**config.mk**
```make
export PLATFORM = sky130hd
export DESIGN_NAME = circle_engine
export DESIGN_NICKNAME = d
export VERILOG_FILES = /design/src/rtl/circle_engine.sv
export SDC_FILE = /design/constraint.sdc
export NUM_CORES = 1
export LEC_CHECK = 0
export BUFFER_PORTS_ARGS = -buffer_cell sky130_fd_sc_hd__buf_2
export CAP_MARGIN = 15
export CORE_ASPECT_RATIO = 0.6
export CORE_MARGIN = 8
export CORE_UTILIZATION = 60
export DETAILED_ROUTE_END_ITERATION = 6
export PLACE_DENSITY_LB_ADDON = 0.2
export SLEW_MARGIN = 5
export SYNTH_ARGS = -nofsm -noshare
export SYNTH_HDL_FRONTEND = slang
export SYNTH_SLANG_ARGS = --single-unit
```
**constraint.sdc**
```tcl
create_clock -name clk -period 9.37 [get_ports clk]
set_clock_uncertainty 0.15 [all_clocks]
set_input_delay 1.874 -clock clk [delete_from_list [all_inputs] [get_ports clk]]
set_output_delay 1.874 -clock clk [all_outputs]
set_load 0.005 [all_outputs]
```
**src/rtl/circle_engine.sv**
```systemverilog
// Midpoint-circle rasteriser feeding the VGA adapter pixel port: outline or
// filled disc, clipped per pixel to the screen, one pixel slot per cycle.
module circle_engine #(
  parameter int unsigned SCREEN_W = 160,
  parameter int unsigned SCREEN_H = 120,
  parameter int unsigned X_W      = 8,
  parameter int unsigned Y_W      = 7,
  parameter int unsigned R_W      = 8,
  parameter int unsigned COLOUR_W = 3
) (
  input  logic                clk,
  input  logic                rst_n,
  input  logic                start,
  input  logic                fill,
  input  logic [X_W-1:0]      centre_x,
  input  logic [Y_W-1:0]      centre_y,
  input  logic [R_W-1:0]      radius,
  input  logic [COLOUR_W-1:0] colour,
  output logic                done,
  output logic [X_W-1:0]      vga_x,
  output logic [Y_W-1:0]      vga_y,
  output logic [COLOUR_W-1:0] vga_colour,
  output logic                vga_plot
);

  localparam int unsigned CW = ((X_W > Y_W) ? X_W : Y_W) + 2;
  localparam int unsigned OW = R_W + 2;
  localparam int unsigned KW = R_W + 3;

  localparam logic signed [CW-1:0] SW_S = CW'(SCREEN_W);
  localparam logic signed [CW-1:0] SH_S = CW'(SCREEN_H);

  typedef enum logic [2:0] {
    IDLE    = 3'd0,
    INIT    = 3'd1,
    OUTLINE = 3'd2,
    SPAN    = 3'd3,
    STEP    = 3'd4,
    DONE    = 3'd5
  } state_t;

  state_t                r_state;
  state_t                w_next;

  logic                  r_fill;
  logic signed [CW-1:0]  r_cx;
  logic signed [CW-1:0]  r_cy;
  logic [COLOUR_W-1:0]   r_col;
  logic signed [OW-1:0]  r_ox;
  logic signed [OW-1:0]  r_oy;
  logic signed [OW-1:0]  r_dx;
  logic signed [KW-1:0]  r_crit;
  logic [2:0]            r_oct;
  logic [1:0]            r_span;

  logic signed [OW-1:0]  w_offx;
  logic signed [OW-1:0]  w_offy;
  logic signed [CW-1:0]  w_px;
  logic signed [CW-1:0]  w_py;
  logic                  w_on_screen;
  logic signed [OW-1:0]  w_oy_n;
  logic signed [OW-1:0]  w_ox_n;
  logic signed [KW-1:0]  w_crit_n;
  logic                  w_crit_le0;
  logic                  w_cont;
  logic                  w_span_end;
  logic                  w_step;
  logic                  w_pix;

  // Pixel offset for the current slot: octant mirror or span position.
  always_comb begin
    w_offx = '0;
    w_offy = '0;
    if (r_state == OUTLINE) begin
      unique case (r_oct)
        3'd0: begin w_offx =  r_ox; w_offy =  r_oy; end
        3'd1: begin w_offx =  r_oy; w_offy =  r_ox; end
        3'd2: begin w_offx = -r_ox; w_offy =  r_oy; end
        3'd3: begin w_offx = -r_oy; w_offy =  r_ox; end
        3'd4: begin w_offx = -r_ox; w_offy = -r_oy; end
        3'd5: begin w_offx = -r_oy; w_offy = -r_ox; end
        3'd6: begin w_offx =  r_ox; w_offy = -r_oy; end
        default: begin w_offx =  r_oy; w_offy = -r_ox; end
      endcase
    end else begin
      w_offx = r_dx;
      unique case (r_span)
        2'd0:    w_offy =  r_oy;
        2'd1:    w_offy = -r_oy;
        2'd2:    w_offy =  r_ox;
        default: w_offy = -r_ox;
      endcase
    end
  end

  assign w_px        = r_cx + CW'(w_offx);
  assign w_py        = r_cy + CW'(w_offy);
  assign w_on_screen = !w_px[CW-1] && (w_px < SW_S) && !w_py[CW-1] && (w_py < SH_S);

  // Spans 0/1 run over +-ox, spans 2/3 over +-oy.
  assign w_span_end  = (r_dx == (r_span[1] ? r_oy : r_ox));

  // Midpoint decision, evaluated with the already-advanced oy/ox.
  assign w_crit_le0  = r_crit[KW-1] || (r_crit == '0);

  always_comb begin
    w_oy_n   = r_oy + OW'(1);
    w_ox_n   = r_ox;
    w_crit_n = r_crit + (KW'(w_oy_n) <<< 1) + KW'(1);
    if (!w_crit_le0) begin
      w_ox_n   = r_ox - OW'(1);
      w_crit_n = r_crit + ((KW'(w_oy_n) - KW'(w_ox_n)) <<< 1) + KW'(1);
    end
  end

  assign w_cont = (w_oy_n <= w_ox_n);

  // State register.
  always_ff @(posedge clk) begin
    if (!rst_n) begin
      r_state <= IDLE;
    end else begin
      r_state <= w_next;
    end
  end

  // Next state; STEP is folded into the last pixel slot of each iteration.
  always_comb begin
    w_next = r_state;
    w_step = 1'b0;
    w_pix  = 1'b0;
    unique case (r_state)
      IDLE: begin
        if (start) w_next = INIT;
      end
      INIT: begin
        w_next = r_fill ? SPAN : OUTLINE;
      end
      OUTLINE: begin
        w_pix = 1'b1;
        if (r_oct == 3'd7) begin
          w_step = 1'b1;
          w_next = w_cont ? OUTLINE : DONE;
        end
      end
      SPAN: begin
        w_pix = 1'b1;
        if (w_span_end && (r_span == 2'd3)) begin
          w_step = 1'b1;
          w_next = w_cont ? SPAN : DONE;
        end
      end
      DONE: begin
        if (!start) w_next = IDLE;
      end
      default: begin
        w_next = IDLE;
      end
    endcase
  end

  // Datapath and registered pixel-port outputs.
  always_ff @(posedge clk) begin
    if (!rst_n) begin
      done       <= 1'b0;
      vga_plot   <= 1'b0;
      vga_x      <= '0;
      vga_y      <= '0;
      vga_colour <= '0;
      r_fill     <= 1'b0;
      r_cx       <= '0;
      r_cy       <= '0;
      r_col      <= '0;
      r_ox       <= '0;
      r_oy       <= '0;
      r_dx       <= '0;
      r_crit     <= '0;
      r_oct      <= '0;
      r_span     <= '0;
    end else begin
      done       <= (r_state == DONE);
      vga_plot   <= w_pix && w_on_screen;
      vga_x      <= X_W'(w_px);
      vga_y      <= Y_W'(w_py);
      vga_colour <= r_col;
      unique case (r_state)
        IDLE: begin
          if (start) begin
            r_fill <= fill;
            r_cx   <= CW'(centre_x);
            r_cy   <= CW'(centre_y);
            r_col  <= colour;
            r_ox   <= OW'(radius);
          end
        end
        INIT: begin
          r_oy   <= '0;
          r_crit <= KW'(1) - KW'(r_ox);
          r_dx   <= -r_ox;
          r_oct  <= '0;
          r_span <= '0;
        end
        OUTLINE: begin
          r_oct <= r_oct + 3'd1;
          if (w_step) begin
            r_ox   <= w_ox_n;
            r_oy   <= w_oy_n;
            r_crit <= w_crit_n;
          end
        end
        SPAN: begin
          if (w_span_end) begin
            r_span <= r_span + 2'd1;
            unique case (r_span)
              2'd0:       r_dx <= -r_ox;
              2'd1, 2'd2: r_dx <= -r_oy;
              default:    r_dx <= -w_ox_n;
            endcase
          end else begin
            r_dx <= r_dx + OW'(1);
          end
          if (w_step) begin
            r_ox   <= w_ox_n;
            r_oy   <= w_oy_n;
            r_crit <= w_crit_n;
          end
        end
        default: begin
        end
      endcase
    end
  end

endmodule
```
# == After elaboration in Yosys (flattened, before gate mapping) ==
# Index checks and enable logic that the tools add are counted.
# word_totals
regBits,88
input_bits,30
out_inout_bits,20
wordCells,118
# op_classes
add_sub_neg,16
order_cmp,3
n_eq_ne,21
mux,33
reduce_logical,29
# ops
operator,n
case mux 10 bit (3 select lines),3
2-to-1 mux 10 bit,8
case mux 10 bit (2 select lines),4
negator 10 bit,3
adder 11 bit,2
adder 11 x 2 -> 11 bit (second input constant),2
2-to-1 mux 11 bit,2
case mux 11 bit (2 select lines),1
adder 10 x 2 -> 10 bit (second input constant),2
2-to-1 mux 3 bit,6
OR reduction 2 bit,8
equality test 3 bit (second input constant),5
case mux 3 bit (5 select lines),1
equality test 3 x 2 -> 1 bit (second input constant),4
zero test 11 bit,1
subtractor 2 x 10 -> 11 bit (first input constant),1
adder 8 x 10 -> 10 bit,1
adder 9 x 10 -> 10 bit,1
equality test 10 bit,1
less-or-equal comparator 10 bit,1
< comparator 10 x 8 -> 1 bit (second input constant),1
< comparator 10 x 9 -> 1 bit (second input constant),1
subtractor 10 bit,1
subtractor 10 x 2 -> 10 bit (second input constant),1
21 further kinds,41

# == Longest topological paths before layout ==
# Gate-level depths: netlist of the first run.
# depth
ltp_word,10
ltp_mapped,19
depth_no_buf,17

# == Least setup slack after synthesis of the first run ==
# Ideal clock, no wire load.
# synth_path
kind,register -> register
from,register r_ox[0]
to,register r_crit[10]
setup_ps,123
arrival_ps,4124
required_time_ps,9097
slack_ps,4973
path_stages_with_launch,20
path_buffers,2
synth_period_minus_slack_ps,4397
cell_sequence,dfxtp_1 > clkbuf_1 > clkinv_1 > ha_1 > or3b_2 > buf_2 > xor2_1 > ha_1 > and3_1 > a21oi_1 > nand3b_1 > xor2_1 > ha_1 > or2_2 > a21oi_1 > a21oi_1 > a31oi_1 > xnor2_1 > a311oi_1 > a21oi_1
# synth_between
elab_chain_cells,7
word_cells_on_any_way,15
classes_between,add/sub: 5; eq/ne: 2; mux: 6; reduce/logical: 2
# synth_rtl
item,line_no,source
"start, declared",49,logic signed [OW-1:0] r_ox;
"start signal, assigned",193,r_ox <= OW'(radius);
"start signal, assigned",206,r_ox <= w_ox_n;
"start signal, assigned",223,r_ox <= w_ox_n;
subtractor 10 x 2 -> 10 bit / 2-to-1 mux 10 bit (equally long branches),"111, 101",
subtractor 10 bit / equality test 10 bit (equally long branches),"112, 101",
adder 11 bit / logical AND 1 bit (equally long branches),"112, 148",
adder 11 x 2 -> 11 bit / 2-to-1 mux 1 bit (equally long branches),"112, 148",
2-to-1 mux 11 bit / case mux 1 bit (2 select lines) (equally long branches),"110, 132",
2-to-1 mux 11 bit / inequality test 2 x 1 -> 1 bit (equally long branches),n/a,
case mux 11 bit (2 select lines) / AND reduction 2 bit (equally long branches),n/a,
"end signal, assigned",198,r_crit <= KW'(1) - KW'(r_ox);
"end signal, assigned",208,r_crit <= w_crit_n;
"end signal, assigned",225,r_crit <= w_crit_n;
"end, declared",52,logic signed [KW-1:0] r_crit;
# Several ways; a longest one is shown, not always the timed one. The select of a mux whose other input is x is not followed.
# A chain may end at the register's enable or synchronous reset.

# == Final worst setup path of the first run ==
# Same ends and word-level chain as after synthesis.

==> impl_results.md, run 1 <==
- CP Max Fanout: 14
- TNS Setup: 0 ns
- Fraction of power consumed by sequential logic: 0.272
- PostCTS Resize Cnt: 0
- Ys flop type: dfxtp_1
- Commonest non-fill, non-tap cell in the layout: nand2_1
- First-pass GRT wire length: ~47 mm
- Async set or reset register ratio after synthesis: 0
- Syn. warnings: 0
- Post-CTS setup buffer count: 0
- Final min period: between 5 and 6 ns
- Core Area: roughly 0.014 mm2
- Routed vias: a little under 9000
- CP arrival: 5.32 ns
- Top cells by area, synth: dfxtp_1 (21%), ha_1 (10%), xnor2_1 (6.7%)
- Rel. slew slack: 0.321
- Hold_buf cts: 0
- Register bit total from synthesis: 88
- Final core utilization: 0.659
- Detail Route Antenna Nets: 0
- H-tree levels: 3
- Share of cells above drive strength 1: 0.0931
- Max-slew violations: 0
- Num CTS Buffers: 9
- Post-synth EDFFs: 0
- Placement-stage cell area: around 0.0087 mm2
- Startpoint types: flop
- Leading cell types in the layout, fill and taps excluded: nand2_1 (125), a21oi_1 (104), nor2_1 (95)
- Initial antenna violation count: 2
- Met2 Wirelength: around 11 mm
- Power share of the clock group: 0.224
- Remaining DRCs: 2
- Cell variety after synth: 73
- Final setup fails: 0
- Largest net degree at the start of global routing: between 40 and 50
- Hold Path Class: flop to flop
- Worst-Skew Late Latency: ~0.35 ns
- Die area: 0.0183 mm2
- Syn Inst Count: around 1100
- Post-Route WL: about 31 mm
- Die Y: roughly 110 um
- Top Layer Used: met5
- Max Cap Viol: 0
- Hold Fails Final Rpt: 0
- Slew @ Worst Pin: slightly above 1 ns
- Row cnt: 33
- Mapped Area: 0.00846 mm2
- Cell taking the most area after synthesis: dfxtp_1
- Endpoint class of the critical path: flop
- Root Driver: clkbuf_16
- Clk slew on worst S/H paths: around 0.080 ns
- Initial Util: 0.617
- Seq/Total Area, Yosys: 0.208
- IO Pins: 50
- Die X: between 150 and 200 um
- IO Port Bufs: 49
- Internal Dissipation: approximately 0.95 mW
- RSZ-0062 raised after global routing: false
- Met3 wire length: 4.96 mm
- Total GRT Usage: 0.325
- Met1 wire length: about 14 mm
- Leak: about 3.7 nW
- Post-Syn Nets: about 1200
- Failing checks: DRC
- Max IR drop VDD: approximately 0.091 mV
- Max Fclk: approximately 190 MHz
- Detailed Route Iter0 Violations: between 1500 and 2000
- CTS tree: done
- Ant. Diodes: 0
- Logic pwr share: 0.504
- Final #Nets: around 1200
- Crit share post-route: 0.560
- Clock net sink count: 88
- Vias/cell: between 6 and 7
- Clock Path Buffers: 2
- Grt ovf: 0
- PwrDens: between 150 and 200 mW/mm2
- Routability Congestion: between 1 and 1.5
- Mean Syn Cell Area: between 7 and 8 um2
- Drt pass-1 iters: 7
- DP Wirelength: around 23 mm
- Outcome: finished, violations left
- Yosys top cell area share: 0.208
- Area delta synth->final: 6.79%
- Layout Cell Area excl Fill: around 0.009 mm2
- NetSw: 0.799 mW
- CP Data Required Time: 9.44 ns
- Net Sw Frac: 0.456
- WL per Instance: approximately 23 um
- Critical path class: flop to flop
- Vias in the first global route: ~7800
-- final cells by class --
| type | instances | area, um2 |
|---|---|---|
| Clock buffer | 9 | 225 |
| Clock inverter | 7 | 82.6 |
| Fill cell | 1274 | 4670 |
| Inverter | 33 | 124 |
| Multi-Input combinational cell | 937 | 6240 |
| Sequential cell | 88 | 1760 |
| Tap cell | 192 | 240 |
| Timing Repair Buffer | 65 | 365 |
-- metrics by stage --
step	power (mW)	instances	hold slack, ns	worst slack (ns)
after floorplan	1.10	1144	0.280	4.97
after global placement	1.32	1315	0.286	4.42
after detailed placement	1.32	1315	0.290	4.34
after CTS	1.71	1331	0.301	4.31
after global routing	1.84	1331	0.321	3.87
final	1.75	1331	0.302	4.12
-- power groups by stage --
stage / clock network (mW) / logic [mW] / registers, mW
after floorplan: 0 / 0.655 / 0.440
after global placement: 0 / 0.838 / 0.479
after detailed placement: 0 / 0.844 / 0.480
after CTS: 0.391 / 0.851 / 0.471
after global routing: 0.407 / 0.952 / 0.479
final: 0.392 / 0.884 / 0.477
-- path summary, 6_finish.rpt --
kind / startpoint / end / slack (ns) / cells past startpoint
worst max-delay path: r_ox[0] / r_crit[10] / 4.12 / 17
worst min register to register: r_col[1] / r_col[1] / 0.30 / 2
worst min-delay path: r_col[1] / r_col[1] / 0.30 / 2
worst max register to register: r_ox[0] / r_crit[10] / 4.12 / 17
-- sequential cells by signal (all words and copies together), names as in the netlist --
register	cells
r_crit	11
vga_colour	3
done	1
r_cy	7
r_fill	1
r_cx	8
r_oy	10
r_col	3
r_dx	10
vga_plot	1
vga_y	7
r_state	3
r_span	2
r_ox	10
vga_x	8
r_oct	3
-- cells in the mapped netlist (8+ instances only) --
master	count
a221oi_1	14
and3_1	8
or3_1	8
clkbuf_1	69
nand2b_1	12
xor2_1	34
o22ai_1	8
ha_1	69
dfxtp_1	88
nand2_1	125
o21bai_1	8
nor2b_1	8
o211ai_1	12
mux2i_1	25
nor3_1	32
nor2_1	95
a211oi_1	23
a31oi_1	21
inv_1	30
xnor2_1	65
o21ai_0	77
and2_1	14
a21oi_1	104
nand3_1	40
nor4_1	9
o21a_1	13
a21o_1	13
-- kinds of logic (layout without fill, tap and decap cells) --
logic type / Yosys count / in the layout / share of synthesized area
and+or+nand+nor: 380 / 380 / 0.213
xor gates and xnor gates: 103 / 103 / 0.111
DFF: 88 / 88 / 0.208
AOI/OAI and AO/OA: 352 / 352 / 0.265
muxes: 28 / 28 / 0.0336
buffers and inverters: 119 / 114 / 0.0556
adders and majority gates: 74 / 74 / 0.114
-- metal layers --
metal  vias up  track usage
met1      4128        0.494
met3        68        0.123
li1       4101            -
met4         4       0.0673
met5         -       0.0153
met2       627        0.411
-- critical path, stage by stage (launching register included) --
cell      delay (ns)
dfxtp_1         0.72
clkinv_1        0.41
ha_1            0.40
or3b_2          0.28
xor2_1          0.58
ha_1            0.42
and3_1          0.20
a21oi_1         0.19
nand3b_1        0.12
xor2_1          0.16
ha_1            0.29
or2_2           0.29
a21oi_1         0.16
a21oi_1         0.09
a31oi_1         0.22
xnor2_1         0.09
a311oi_1        0.26
a21oi_1         0.10
Power figures use the tool's default switching activity.
==> run 2: changes to the inputs <==
Settings changed: ABC_AREA set to 1, CORE_UTILIZATION 60 to 57.
Clock period 9.37 ns to 4.58 ns, I/O delays scaled along.
==> run 2 against run 1 <==
Register-to-register slack lost 3.8 ns; largest cell class unchanged; critical path type unchanged; the run now ends clean; first-iteration DRC count grew 8.0%; sequential share of layout area down 0.65 points; global-route usage rose by 1.3 points.
==> impl_results.md, run 2 <==
- Routability Congestion: between 1 and 1.5
- NetSw: around 3.9 mW
- Hold Path Class: flop to flop
- Commonest non-fill, non-tap cell in the layout: nand2_1
- IO Port Bufs: 49
- Net Sw Frac: 0.584
- IO Pins: 50
- Post-Route WL: approximately 34 mm
- Routed vias: slightly above 10000
- Vias/cell: between 6 and 7
- Fraction of power consumed by sequential logic: 0.175
- Power Total: between 6 and 7 mW
- First-pass GRT wire length: between 50 and 60 mm
- Hold Path Stages: 2
- Max Cap Viol: 0
- Crit share post-route: 0.926
- Max reg flops: 11
- Cell taking the most area after synthesis: dfxtp_1
- Detailed Route Iter0 Violations: approximately 1700
- Share of cells above drive strength 1: 0.0927
- PwrDens: 711 mW/mm2
- Register bit total from synthesis: between 80 and 90
- Die area: around 0.019 mm2
- Cell variety after synth: 49
- R2R setup slack: ~0.34 ns
- Rel. slew slack: 0.422
- Seq/Total Area, Yosys: 0.207
- Hold_ws: ~0.28 ns
- Mapped Area: approximately 0.0085 mm2
- RSZ-0062 raised after global routing: false
- Ys flop type: dfxtp_1
- Clk slew on worst S/H paths: 0.07 ns
- Clock Path Buffers: 2
- Final setup fails: 0
- Syn Inst Count: 1392
- Final #Nets: 1544
- Endpoint class of the critical path: flop
- Die X: approximately 170 um
- Initial Util: 0.586
- Max-slew violations: 0
- Top-count cell post-synth: nand2_1
- Hold_buf cts: 0
- Worst reg2reg endpoint: r_crit[5]
- Yosys top cell area share: 0.207
- CP Data Required Time: ~4.7 ns
- Reg with most FFs: r_crit
- Row cnt: 34
- Logic pwr share: 0.708
- Detail Route Antenna Nets: 0
- Power share of the clock group: 0.117
- Post-CTS setup buffer count: 0
- Grt ovf: 0
- Async set or reset register ratio after synthesis: 0
- Hold Path End: vga_colour[0]
- Outcome: completed
- TNS Setup: 0 ns
- CTS tree: done
- CP Max Fanout: 11
- Vias in the first global route: between 8000 and 9000
- CP arrival: between 4 and 5 ns
- Die Y: approximately 110 um
- Drt pass-1 iters: 7
- Hold Fails Final Rpt: 0
- Max Fclk: between 200 and 250 MHz
- PostCTS Resize Cnt: 0
- Root Driver: clkbuf_16
- Leading cell types in the layout, fill and taps excluded: nand2_1 (383), inv_1 (160), a21oi_1 (149)
- Critical path class: flop to flop
- FILL cells: around 1400
- Max IR drop VDD: 0.562 mV
- DP Wirelength: around 27 mm
- Num CTS Buffers: 9
- Post-synth top cells: nand2_1 (383), inv_1 (161), a21oi_1 (149)
- Worst reg-to-reg path cell count: 22
- Flip-flop and latch area: ~0.0018 mm2
- Clock net sink count: between 80 and 90
- Worst-Skew Late Latency: roughly 0.36 ns
- H-tree levels: 3
- Leak: around 4.6 nW
- Internal Dissipation: 2.76 mW
- Post-Syn Nets: ~1500
- Reg-to-Reg Start: r_ox[0]
- Area delta synth->final: 9.72%
- Largest net degree at the start of global routing: 46
- WL per Instance: 20.7 um
- Hold path start: r_col[0]
- Post-synth EDFFs: 0
- Slew @ Worst Pin: around 0.86 ns
- Syn. warnings: 0
- Top cells by area, synth: dfxtp_1 (21%), nand2_1 (17%), ha_1 (10%)
- Total GRT Usage: 0.338
- Initial antenna violation count: 0
- Startpoint types: flop
- Ant. Diodes: 0
- Mean Syn Cell Area: approximately 6.1 um2
- Critical path origin: r_ox[0]
- Core Area: about 0.015 mm2
- Final min period: ~4.2 ns
- Multi-input gate area: ~0.0059 mm2
- Remaining DRCs: 0
-- run 2: cell types whose count changed after synthesis, moves of 25 or more --
| cell | before | now |
|---|---|---|
| nand2_1 | 125 | 383 |
| clkbuf_1 | 69 | 30 |
| inv_1 | 30 | 161 |
| a21oi_1 | 104 | 149 |
| nor3_1 | 32 | 4 |
| mux2i_1 | 25 | 0 |
| xnor2_1 | 65 | 11 |
| nand3_1 | 40 | 95 |
-- run 2: power by group through the flow --
stage | Combinational [mW] | Clock (mW) | Sequential [mW]
floorplan | 3.15 | 0 | 1.10
finish | 4.71 | 0.776 | 1.16
global placement | 4.41 | 0 | 1.16
global route | 5.10 | 0.796 | 1.18
CTS | 4.46 | 0.773 | 1.15
detailed placement | 4.44 | 0 | 1.16
-- run 2: through the flow --
| step | instances | worst slack, ns | cell area, um2 | utilization |
|---|---|---|---|---|
| 6_report | 1643 | 0.337 | 9350 | 0.643 |
| 5_1_grt | 1643 | 0.0807 | 9350 | 0.643 |
| 4_1_cts | 1643 | 0.479 | 9350 | 0.643 |
| 3_5_place_dp | 1627 | 0.486 | 9050 | 0.622 |
| 3_3_place_gp | 1627 | 0.514 | 9050 | 0.622 |
| 2_1_floorplan | 1392 | 1.07 | 8520 | - |
-- run 2: cell families (layout without fill, tap and decap cells) --
family                   Yosys count  in the layout  share of synthesized area
buffers and inverters            223            276                      0.103
AND/OR/NAND/NOR                  626            626                      0.310
AO/OA/AOI/OAI                    337            337                      0.221
XOR/XNOR                          44             44                     0.0461
flip-flops                        88             88                      0.207
adder cells (fa/ha/maj)           74             74                      0.113
-- run 2: critical path, cell delays in order (launching register included) --
cell and delay [ns]:
dfxtp_1 0.62, inv_2 0.22, ha_1 0.30, xnor2_1 0.14, buf_4 0.18, ha_1 0.36
nand2_1 0.10, nand2_1 0.07, a31oi_1 0.22, xnor2_1 0.12, ha_1 0.42, nand2_1 0.12
nand2_1 0.12, inv_1 0.05, nand2_1 0.10, a21oi_1 0.08, or2_2 0.31, nand3_1 0.07
o21ai_0 0.08, o21ai_0 0.15, nand2_1 0.07, inv_1 0.06, nor2_1 0.04
-- run 2: area by class of cell --
class                      instances  area share
multi-input combinational       1081       0.629
sequential                        88       0.188
inverter                         179      0.0719
timing repair buffer              81      0.0519
tap                              198      0.0265
clock buffer                       9      0.0241
clock inverter                     7     0.00776
-- run 2: per-layer routing --
layer / vias up / part of all wire / GRT usage
met5: - / 0.0023 / 0.0339
li1: 4736 / - / -
met1: 4505 / 0.44 / 0.499
met2: 785 / 0.33 / 0.387
met4: 4 / 0.021 / 0.0681
met3: 75 / 0.20 / 0.204
-- run 2: how the worst max path moves through the flow --
| stage | endpoint | slack (ns) | cells after the start |
|---|---|---|---|
| 2_1_floorplan | r_crit[10] | 1.07 | 24 |
| 3_3_place_gp | r_crit[10] | 0.51 | 25 |
| 3_5_place_dp | r_crit[9] | 0.49 | 23 |
| 4_1_cts | r_crit[9] | 0.48 | 23 |
| 5_1_grt | r_crit[9] | 0.08 | 23 |
| 6_report | r_crit[5] | 0.34 | 22 |
